==> config.mk <==
export PLATFORM = sky130hd
export DESIGN_NAME = alu_seq
export DESIGN_NICKNAME = d
export VERILOG_FILES = /design/src/rtl/alu_seq.sv
export SDC_FILE = /design/constraint.sdc
export NUM_CORES = 1
export LEC_CHECK = 0
export ABC_AREA = 1
export BUFFER_PORTS_ARGS = -buffer_cell sky130_fd_sc_hd__buf_2
export CAP_MARGIN = 25
export CORE_ASPECT_RATIO = 2
export CORE_UTILIZATION = 30
export CTS_CLUSTER_SIZE = 28
export DETAILED_ROUTE_END_ITERATION = 6
export GPL_ROUTABILITY_DRIVEN = 0
export PLACE_DENSITY_LB_ADDON = 0.05
export SLEW_MARGIN = 10
export SYNTH_ARGS = -nofsm -noshare
export SYNTH_HDL_FRONTEND = slang
export SYNTH_SLANG_ARGS = --single-unit
==> constraint.sdc <==
create_clock -name clock -period 6.8 [get_ports clock]
set_clock_uncertainty 0.05 [all_clocks]
set_input_delay 1.36 -clock clock [delete_from_list [all_inputs] [get_ports clock]]
set_output_delay 1.36 -clock clock [all_outputs]
set_load 0.005 [all_outputs]
==> src/rtl/alu_seq.sv <==
// alu_seq: multi-cycle WIDTH-bit 6502-style ALU. Binary ops finish one edge after start.
// Define ALU_SEQ_DECIMAL_EN to add BCD ADC/SBC, processed one nibble per edge.
module alu_seq #(
  parameter int WIDTH = 8
) (
  input  logic             clock,
  input  logic             reset_n,
  input  logic             hold,
  input  logic             start,
  input  logic [3:0]       alu,
  input  logic [WIDTH-1:0] a,
  input  logic [WIDTH-1:0] b,
  input  logic [7:0]       p_in,
  output logic             busy,
  output logic             done,
  output logic [WIDTH-1:0] r,
  output logic [7:0]       p_out
);

`ifdef ALU_SEQ_DECIMAL_EN
  typedef enum logic [1:0] {S_IDLE, S_EXE, S_DEC} state_t;
`else
  typedef enum logic [1:0] {S_IDLE, S_EXE} state_t;
`endif

  state_t           state_q, state_d;
  logic             busy_q, busy_d;
  logic             done_q, done_d;
  logic [WIDTH-1:0] r_q, r_d;
  logic [7:0]       p_q, p_d;
  logic [WIDTH-1:0] a_q, a_d, b_q, b_d;
  logic [7:0]       pin_q, pin_d;
  logic [3:0]       alu_q, alu_d;

  logic             cin;
  logic [WIDTH:0]   sum, diff, cmpd;
  logic [WIDTH-1:0] bin_r;
  logic             bin_n, bin_v, bin_z, bin_c;
  logic [7:0]       bin_p;

  always_comb begin
    cin   = pin_q[0];
    sum   = {1'b0, a_q} + {1'b0, b_q} + {{WIDTH{1'b0}}, cin};
    diff  = {1'b0, a_q} - {1'b0, b_q} - {{WIDTH{1'b0}}, ~cin};
    cmpd  = {1'b0, a_q} - {1'b0, b_q};
    bin_r = '0;
    bin_v = pin_q[6];
    bin_c = pin_q[0];
    case (alu_q)
      4'h0: bin_r = a_q | b_q;
      4'h1: bin_r = a_q & b_q;
      4'h2: bin_r = a_q ^ b_q;
      4'h3: begin
        bin_r = sum[WIDTH-1:0];
        bin_c = sum[WIDTH];
        bin_v = (a_q[WIDTH-1] == b_q[WIDTH-1]) & (sum[WIDTH-1] != a_q[WIDTH-1]);
      end
      4'h4: bin_r = a_q;
      4'h5: bin_r = b_q;
      4'h6: begin
        bin_r = cmpd[WIDTH-1:0];
        bin_c = ~cmpd[WIDTH];
      end
      4'h7: begin
        bin_r = diff[WIDTH-1:0];
        bin_c = ~diff[WIDTH];
        bin_v = (a_q[WIDTH-1] != b_q[WIDTH-1]) & (diff[WIDTH-1] != a_q[WIDTH-1]);
      end
      4'h8: begin
        bin_r = {b_q[WIDTH-2:0], 1'b0};
        bin_c = b_q[WIDTH-1];
      end
      4'h9: begin
        bin_r = {b_q[WIDTH-2:0], cin};
        bin_c = b_q[WIDTH-1];
      end
      4'hA: begin
        bin_r = {1'b0, b_q[WIDTH-1:1]};
        bin_c = b_q[0];
      end
      4'hB: begin
        bin_r = {cin, b_q[WIDTH-1:1]};
        bin_c = b_q[0];
      end
      4'hC: begin
        bin_r = a_q & b_q;
        bin_v = b_q[WIDTH-2];
      end
      4'hD: bin_r = b_q - WIDTH'(1);
      4'hE: bin_r = b_q + WIDTH'(1);
      default: bin_r = '0;
    endcase
    // BIT reports N from the memory operand rather than the AND result
    bin_n = (alu_q == 4'hC) ? b_q[WIDTH-1] : bin_r[WIDTH-1];
    bin_z = (bin_r == '0);
    bin_p = {bin_n, bin_v, pin_q[5:2], bin_z, bin_c};
  end

`ifdef ALU_SEQ_DECIMAL_EN
  localparam int NIB = WIDTH / 4;
  localparam int CW  = $clog2(NIB);

  logic [CW-1:0]    nib_q, nib_d;
  logic             carry_q, carry_d;
  logic [WIDTH-1:0] acc_q, acc_d;
  logic [3:0]       an, bn, dnib;
  logic [4:0]       dsum, ddif;
  logic             dcarry;
  logic [WIDTH-1:0] dec_r;
  logic [7:0]       dec_p;
  logic             dec_last;

  // carry_q is the decimal carry for ADC and the decimal borrow for SBC
  always_comb begin
    an   = a_q[4*int'(nib_q) +: 4];
    bn   = b_q[4*int'(nib_q) +: 4];
    dsum = {1'b0, an} + {1'b0, bn} + {4'b0, carry_q};
    ddif = {1'b0, an} - {1'b0, bn} - {4'b0, carry_q};
    if (alu_q == 4'h7) begin
      dcarry = ddif[4];
      dnib   = ddif[4] ? (ddif[3:0] + 4'd10) : ddif[3:0];
    end else begin
      dcarry = (dsum > 5'd9);
      dnib   = (dsum > 5'd9) ? (dsum[3:0] + 4'd6) : dsum[3:0];
    end
    dec_r = acc_q;
    dec_r[4*int'(nib_q) +: 4] = dnib;
    dec_p = {dec_r[WIDTH-1], bin_v, pin_q[5:2], (dec_r == '0),
             (alu_q == 4'h7) ? ~dcarry : dcarry};
    dec_last = (nib_q == CW'(NIB - 1));
  end
`endif

  always_comb begin
    state_d = state_q;
    busy_d  = busy_q;
    done_d  = 1'b0;
    r_d     = r_q;
    p_d     = p_q;
    a_d     = a_q;
    b_d     = b_q;
    pin_d   = pin_q;
    alu_d   = alu_q;
`ifdef ALU_SEQ_DECIMAL_EN
    nib_d   = nib_q;
    carry_d = carry_q;
    acc_d   = acc_q;
`endif
    case (state_q)
      S_IDLE: begin
        if (start) begin
          a_d     = a;
          b_d     = b;
          pin_d   = p_in;
          alu_d   = alu;
          busy_d  = 1'b1;
          state_d = S_EXE;
`ifdef ALU_SEQ_DECIMAL_EN
          if (p_in[3] && (alu == 4'h3 || alu == 4'h7)) begin
            state_d = S_DEC;
            nib_d   = '0;
            acc_d   = '0;
            carry_d = (alu == 4'h7) ? ~p_in[0] : p_in[0];
          end
`endif
        end
      end
      S_EXE: begin
        r_d     = bin_r;
        p_d     = bin_p;
        done_d  = 1'b1;
        busy_d  = 1'b0;
        state_d = S_IDLE;
      end
`ifdef ALU_SEQ_DECIMAL_EN
      S_DEC: begin
        acc_d   = dec_r;
        carry_d = dcarry;
        nib_d   = nib_q + CW'(1);
        if (dec_last) begin
          r_d     = dec_r;
          p_d     = dec_p;
          done_d  = 1'b1;
          busy_d  = 1'b0;
          nib_d   = '0;
          state_d = S_IDLE;
        end
      end
`endif
      default: begin
        busy_d  = 1'b0;
        state_d = S_IDLE;
      end
    endcase
  end

  // hold acts as a clock enable: with hold low every register, done included, keeps its value
  always_ff @(posedge clock or negedge reset_n) begin
    if (!reset_n) begin
      state_q <= S_IDLE;
      busy_q  <= 1'b0;
      done_q  <= 1'b0;
      r_q     <= '0;
      p_q     <= '0;
      a_q     <= '0;
      b_q     <= '0;
      pin_q   <= '0;
      alu_q   <= '0;
`ifdef ALU_SEQ_DECIMAL_EN
      nib_q   <= '0;
      carry_q <= 1'b0;
      acc_q   <= '0;
`endif
    end else if (hold) begin
      state_q <= state_d;
      busy_q  <= busy_d;
      done_q  <= done_d;
      r_q     <= r_d;
      p_q     <= p_d;
      a_q     <= a_d;
      b_q     <= b_d;
      pin_q   <= pin_d;
      alu_q   <= alu_d;
`ifdef ALU_SEQ_DECIMAL_EN
      nib_q   <= nib_d;
      carry_q <= carry_d;
      acc_q   <= acc_d;
`endif
    end
  end

  assign busy  = busy_q;
  assign done  = done_q;
  assign r     = r_q;
  assign p_out = p_q;

endmodule

[Word level (Yosys, flattened, before mapping)]
Cells that the tools add are included.
Operators by class
  $add $sub $neg: 6
  bitwise gates (word level): 8
  reductions and logical operators: 9
  $mul: 0
  muxes and demuxes: 9
  equality and inequality tests: 20
  divide/modulo/power cells: 0
  $lt $le $gt $ge: 0
  shifts and indexed selects: 0
Operators with widths (number)
  one-hot mux 8 bit (14 select lines): 1
  == test 4 bit (second input constant): 7
  == test 4 x 3 -> 1 bit (second input constant): 4
  adder 8 x 8 -> 9 bit: 1
  adder 9 x 1 -> 9 bit: 1
  subtractor 8 x 8 -> 9 bit: 1
  subtractor 9 x 1 -> 9 bit: 1
  adder 8 x 1 -> 8 bit (second input constant): 1
  AND 8 bit: 1
  == test 4 x 2 -> 1 bit (second input constant): 2
  zero test 8 bit: 1
  OR 8 bit: 1
  subtractor 8 x 1 -> 8 bit (second input constant): 1
  bitwise XOR 8 bit: 1
  OR reduction 2 bit: 3
  one-hot mux 1 bit (5 select lines): 1
  == test 4 x 1 -> 1 bit (second input constant): 1
  zero test 4 bit: 1
  two-way mux 1 bit: 4
  two-way mux 2 bit: 2
  AND reduction 2 bit: 2
  inequality test 1 bit: 3
  inverter 1 bit: 3
  one-hot mux 1 bit (3 select lines): 1
  other kinds (6): 7
Storage, ports and cells
  RAM bits: 0
  bits in latches: 0
  memory bits (read-only): 0
  input bits: 32
  memories kept: 0
  output and inout bits: 18
  register bits: 47

[Logic depth before layout (Yosys ltp)]
Gate-level depths: netlist of the first run.
  depth after elaboration: 5
  depth in mapped cells: 18
  mapped depth without buffers: 17

[Worst setup path before layout of the first run]
No wires, ideal clock.
  kind: input-to-reg
  from: in start
  to: reg busy_q (netlist: busy)
  stages on the path: 4
  path slack: 4446 ps
  required time: 6607 ps
  arrival time: 2162 ps
  cells stage by stage: nand3_1 -> clkbuf_1 -> clkbuf_1 -> o21ai_0
On the way
  word-level cells in the longest chain between the ends: 2
RTL lines
  start, declared: line 9  | input logic start,
  inequality test 2 bit (no source line)
  AND reduction 2 bit (no source line)
  end signal, assigned: line 216  | busy_q <= busy_d;
  end, declared: line 27  | logic busy_q, busy_d;
Every way passes these cells.
A chain may end at the register's enable or synchronous reset.

[Worst setup path in the final report of the first run]
  from: reg b_q[0]
  to: reg p_q[1] (netlist: p_out[1])
On the way
  word-level cells in the longest chain between the ends: 4
  elaborated cells on any way between the ends: 11
  classes of those cells: add/sub: 6; mux: 1; bitwise: 3; reduce/logical: 1
RTL lines
  start, declared: line 31  | logic [WIDTH-1:0] a_q, a_d, b_q, b_d;
  start signal, assigned: line 206  | b_q <= '0;
  start signal, assigned: line 221  | b_q <= b_d;
  subtractor 8 x 8 -> 9 bit / adder 8 x 8 -> 9 bit (equally long branches): line 44, 45, 43
  subtractor 9 x 1 -> 9 bit / adder 9 x 1 -> 9 bit (equally long branches): line 44, 43
  one-hot mux 8 bit (14 select lines) *: line 49  | case (alu_q)
  zero test 8 bit *: line 95  | bin_z = (bin_r == '0);
  end signal, assigned: line 219  | p_q <= p_d;
  end, declared: line 30  | logic [7:0] p_q, p_d;
Every way passes the cells marked *; elsewhere a longest branch is shown, timed or not.

==> impl_metrics.toml, run 1 <==
[outcome]
outcome = "finished, final reports clean"

[timing]
maxSlewViolCount = 0
hold_viol_final = 0
finalSetupTns_ps = 0
hold_ws_ps = 423.5
relSlewSlack_pct = 51.20
grt_setup_unrepaired = "false"
layout_min_cycle_time_ps = 3098
period_share_pct = 45.55
worst_slew_pin_slew_ps = 730.3
setup_slack_ps = 3702
finalSetupViolations = 0
max_freq_mhz = 322.8

[die]
initial_core_util_pct = 31.01
ioPinCount = 50
chipWidth_um = 82.79
core_um2 = 12630
die_h_um = 163.6
rows = 58
dieArea_um2 = 13540

[placed_design]
port_buffers = 47
dp_hpwl_um = 11720
pre_cts_slack_ps = 3339
dpl.cell_count = 784

[setup_path]
cp-end-kind = "flip-flop"
path_max_fanout = 7
start_kind = "flip-flop"
critPathKind = "flip-flop to flip-flop"
arrival_ps = 3280
r2r-end = "p_out[1]$_DFFE_PN0P_"
r2r_slack_ps = 3700
reg2reg_depth = 14
worst_ep_required_time_ps = 6980
crit-reg2reg-launch = "b_q[0]$_DFFE_PN0P_"

[synthesis]
ys_warn_count = 0
synthCells = 599
synth.net_count = 667
ys_seq_area_share_pct = 28.12
synth_top_area_share_pct = 28.12
synth_area_leaders = "dfrtp_1 28%, nand2_1 17%, ha_1 10%"
synth_top_cell_by_area = "dfrtp_1"
ys_ff_latch = 44
ys_types = 35
synthesis.area_um2 = 3916
syn-mean-instance-area_um2 = 6.538

[global_route]
grt_pass1_wl_um = 22040
grt_use_total_pct = 22.72
first_global_vias = 3968
antenna_found_initial = 0
overflow = 0
grt_max_degree = 49

[detailed_routing]
via_per_inst = 5.057
wl_per_cell_um = 17.96
drt-initial-drc-count = 326
vias = 4015
drtAntennaViolNets = 0
drc = 0
first_pass_iters = 5
wl_um = 14260

[clock_tree]
clockBufferDepth = 2
cts-resized-gates = 0
clockRootBuffer = "clkbuf_16"
clkTransAtPathRegs_ps = 70
htreeDepth = 2
cts_tree = "done"
clkLatencyLatePin_ps = 300
post-cts-setup-buffers = 0
cts-hold-fix-buffers = 0
cts_made_buffers = 5
cts.sinks = 44

[cells_and_area]
nNetsFinal = 711
nFillCells = 1446
finalNonFillerCells = 794
most-common-layout-cells = "175 x nand2_1, 75 x nor2_1, 72 x inv_1, 61 x nand3_1, 47 x buf_2"
drive_above_1_share_pct = 12.73
layout_commonest_cell = "nand2_1"
final_core_util_pct = 35.66
antenna_cells = 0
area_delta_synth_final_pct = 14.98

[power]
powerDensity_nw_per_um2 = 333.4
power.leakage_nw = 2.376
ir_drop_mv = 0.1677

[flow_run]
cap_viol_max_count = 0

[hold_path]
min_to = "p_out[4]$_DFFE_PN0P_"
hold_start = "pin_q[4]$_DFFE_PN0P_"
holdPathStages = 2
hp-class = "flip-flop to flip-flop"
power by group:
group	internal (mW)	switching [mW]
registers	0.332	0.0673
logic	0.269	0.544
clock network	0.175	0.114
synth_stat cells:
cell type	instances
a21oi_2	1
nand4_1	16
a21oi_1	41
a31oi_1	1
and2_1	1
mux2_2	5
nor2_1	75
or2_1	1
o21a_1	2
dfrtp_1	44
nor4_1	1
or2_2	5
clkinv_1	1
o21ai_2	2
a22oi_1	1
ha_1	32
inv_1	72
nand3_1	62
o21bai_1	1
nand2_2	2
clkbuf_1	8
buf_4	4
o22ai_1	4
xor2_1	2
fa_1	4
o211ai_1	2
nor2_4	3
o21ai_0	18
nand3b_1	4
nor2_2	4
nand2_1	175
inv_2	1
nor3_1	2
nand3_2	1
o21ai_1	1
per-stage QoR:
stage	total power, mW	instance area [um2]
2_1_floorplan	0.9405	3916
3_3_place_gp	1.208	4284
3_5_place_dp	1.215	4284
4_1_cts	1.513	4456
5_1_grt	1.634	4503
6_report	1.501	4503
cell families after synthesis:
family / count (synthesis) / synth area share (%)
AO/OA/AOI/OAI: 74 / 10.29
XOR/XNOR: 2 / 0.4474
adder cells (fa/ha/maj): 36 / 12.27
buffers and inverters: 86 / 8.626
flip-flops: 44 / 28.12
multiplexers: 5 / 1.438
AND/OR/NAND/NOR: 352 / 38.82
worst max-delay path by stage:
| stage | startpoint | to | slack, ps | depth (start not counted) |
|---|---|---|---|---|
| after floorplan | start | busy$_DFFE_PN0P_ | 4450 | 4 |
| after global placement | hold | p_out[1]$_DFFE_PN0P_ | 3400 | 9 |
| after detailed placement | hold | p_out[1]$_DFFE_PN0P_ | 3340 | 9 |
| after CTS | hold | p_out[1]$_DFFE_PN0P_ | 3670 | 9 |
| after global routing | b_q[0]$_DFFE_PN0P_ | p_out[1]$_DFFE_PN0P_ | 3410 | 14 |
| final | b_q[0]$_DFFE_PN0P_ | p_out[1]$_DFFE_PN0P_ | 3700 | 14 |
final cells by class:
| type | count | area, um2 | area share (%) |
|---|---|---|---|
| tap | 150 | 187.7 | 4.168 |
| clock inverter | 3 | 46.29 | 1.028 |
| clock buffer | 5 | 125.1 | 2.779 |
| multi-input combinational | 469 | 2482 | 55.13 |
| inverter | 74 | 277.8 | 6.168 |
| timing repair buffer | 49 | 282.8 | 6.280 |
| sequential | 44 | 1101 | 24.45 |
worst max-delay path: stages, from the launching register on:
cell and delay [ps]:
dfrtp_1 550, inv_1 270, fa_1 540, fa_1 420
inv_1 110, nand2_1 60, nand3_1 90, nand3_1 90
nor2_1 300, nand2_1 80, nor2_1 130, nand3_1 80
nor2_1 100, nand3_1 70, nand2_1 70
sequential cells by signal, summed over array words and instances, names as in the netlist:
signal	count
busy	1
done	1
pin_q	6
p_out	8
alu_q	4
r	8
a_q	8
b_q	8
routing by layer:
layer	up-vias	part of all wire, %	GRT usage, %	wire, um
li1	2021	-	-	-
met1	1821	36	23.17	5111
met2	128	56	43.52	7972
met3	45	2.9	1.788	412
met4	0	5.4	11.60	765
met5	-	0	0	0
Power figures use the tool's default switching activity.
==> run 2: changes to the inputs <==
clock period = 2.9 ns   (was 6.8 ns; I/O delays follow)
==> impl_metrics.toml, run 2 (same netlist as run 1, synthesis figures left out) <==
[outcome]
outcome = "finished, final reports clean"

[detailed_routing]
drt-initial-drc-count = 225
drc = 0
vias = 4184
via_per_inst = 5.059
drtAntennaViolNets = 0
wl_um = 14600
wl_per_cell_um = 17.65
first_pass_iters = 5

[die]
rows = 58
dieArea_um2 = 13540
die_h_um = 163.6
core_um2 = 12630
chipWidth_um = 82.79
initial_core_util_pct = 31.01
ioPinCount = 50

[setup_path]
arrival_ps = 2910
cp_top_family = "simple AND/OR/NAND/NOR gates"
cp-end-kind = "flip-flop"
cpMostUsedCell = "nor2_1"
start_kind = "flip-flop"
cpPeakStageDelay_ps = 450
worst_ep_required_time_ps = 3080
path_max_fanout = 4
path_buf_inv = 4
critPathKind = "flip-flop to flip-flop"
crit_chain = "inv_2 -> ha_2 -> fa_1 -> inv_1 -> nand2_1 -> nand2_1 -> nor2_1 -> buf_4 -> nand3_2 -> inv_1 -> nor2_1 -> nor2_1 -> nor2_1 -> nand3_1 -> nor2_1 -> nand3_1 -> nand2_1"
slowest_stage = "fa_1"

[global_route]
use_met2_pct = 42.81
use_met1_pct = 23.88
overflow = 0
antenna_found_initial = 0
grt_max_degree = 49
first_global_vias = 4291
grt-busiest-layer = "met2"
grt_use_total_pct = 23.62
grt_pass1_wl_um = 22840
grt_use_met3_pct = 2.458

[timing]
hold_viol_final = 0
layout_min_cycle_time_ps = 2723
worst_slew_pin_slew_ps = 669.9
finalSetupViolations = 0
grt_setup_unrepaired = "false"
finalSetupTns_ps = 0
maxSlewViolCount = 0
relSlewSlack_pct = 55.34
period_share_pct = 93.88
max_freq_mhz = 367.3

[placed_design]
dp_hpwl_um = 12160
port_buffers = 47
placed_cell_area_um2 = 4539

[clock_tree]
clockBufferDepth = 2
cts_made_buffers = 5
clockRootBuffer = "clkbuf_16"
clkTransAtPathRegs_ps = 70
cts.sinks = 44
htreeDepth = 2
cts-hold-fix-buffers = 0
cts_tree = "done"
clkLatencyLatePin_ps = 300

[power]
seq_power_share_pct = 24.1
switching_share_pct = 47.21
powerDensity_nw_per_um2 = 780.9
cell_internal_pwr_mw = 1.953
power.leakage_nw = 2.520
clkPwrFrac_pct = 18.4
ir_drop_mv = 0.4902
switching_power_mw = 1.747
pwr-share-comb_pct = 57.5

[cells_and_area]
area_delta_synth_final_pct = 20.99
nNetsFinal = 744
layout_commonest_cell = "nand2_1"
antenna_cells = 0
most-common-layout-cells = "174 x nand2_1, 72 x nor2_1, 71 x inv_1, 61 x nand3_1, 47 x buf_2"
final_cell_area_um2 = 4738
nFillCells = 1427
drive_above_1_share_pct = 18.17

[flow_run]
cap_viol_max_count = 0

[hold_path]
hp-class = "primary input to asynchronous set/reset pin"
[run 2: cell count changes in the layout (fill, tap and decap cells not counted), sizes merged]
cell / change
buf: +33
[run 2: area by class of cell]
cell class / instances / area, um2 / share of cell area, %
Sequential cell: 44 / 1101 / 23.24
Clock buffer: 5 / 125.1 / 2.641
Multi-Input combinational cell: 469 / 2502 / 52.81
Tap cell: 150 / 187.7 / 3.961
Timing Repair Buffer: 82 / 498.0 / 10.51
Inverter: 74 / 277.8 / 5.862
Clock inverter: 3 / 46.29 / 0.9770
[run 2: through the flow]
stage	total power [mW]	setup WS [ps]	utilization, %	instances	hold WS (ps)
global placement	2.985	89.64	35.95	818	399.3
finish	3.700	177.4	37.52	827	260.8
global route	4.014	22.81	37.52	827	328.7
CTS	3.698	46.94	37.31	826	289.2
detailed placement	3.003	70.44	35.95	818	409.4
floorplan	2.205	600.4	-	599	234.4
[run 2: per-layer routing]
layer	share of wire (%)	wire (um)
met4	7.4	1084
met2	54	7915
met5	0	0
met3	3.0	443
met1	35	5153
[run 2: timing repair]
item                                    CTS  global route
endpoints found under the setup margin    0             4
gates resized for setup                   0             8
setup buffers                             0             1
[run 2: final timing paths]
| kind | end | slack, ps | cells after the start | start |
|---|---|---|---|---|
| max in group asynchronous | b_q[5]$_DFFE_PN0P_ | 1930 | 2 | reset_n |
| min | r[6]$_DFFE_PN0P_ | 260 | 1 | reset_n |
| max | p_out[1]$_DFFE_PN0P_ | 180 | 17 | a_q[0]$_DFFE_PN0P_ |
| min in group clock | p_out[3]$_DFFE_PN0P_ | 420 | 2 | pin_q[3]$_DFFE_PN0P_ |
| max reg2reg | p_out[1]$_DFFE_PN0P_ | 180 | 17 | a_q[0]$_DFFE_PN0P_ |
| min reg2reg | p_out[3]$_DFFE_PN0P_ | 420 | 2 | pin_q[3]$_DFFE_PN0P_ |
[run 2: power by group through the flow]
stage	sequential (mW)	combinational, mW	clock, mW
2_1_floorplan	0.911	1.29	0
3_3_place_gp	0.899	2.09	0
3_5_place_dp	0.904	2.10	0
4_1_cts	0.895	2.11	0.694
5_1_grt	0.918	2.38	0.718
6_report	0.894	2.13	0.679
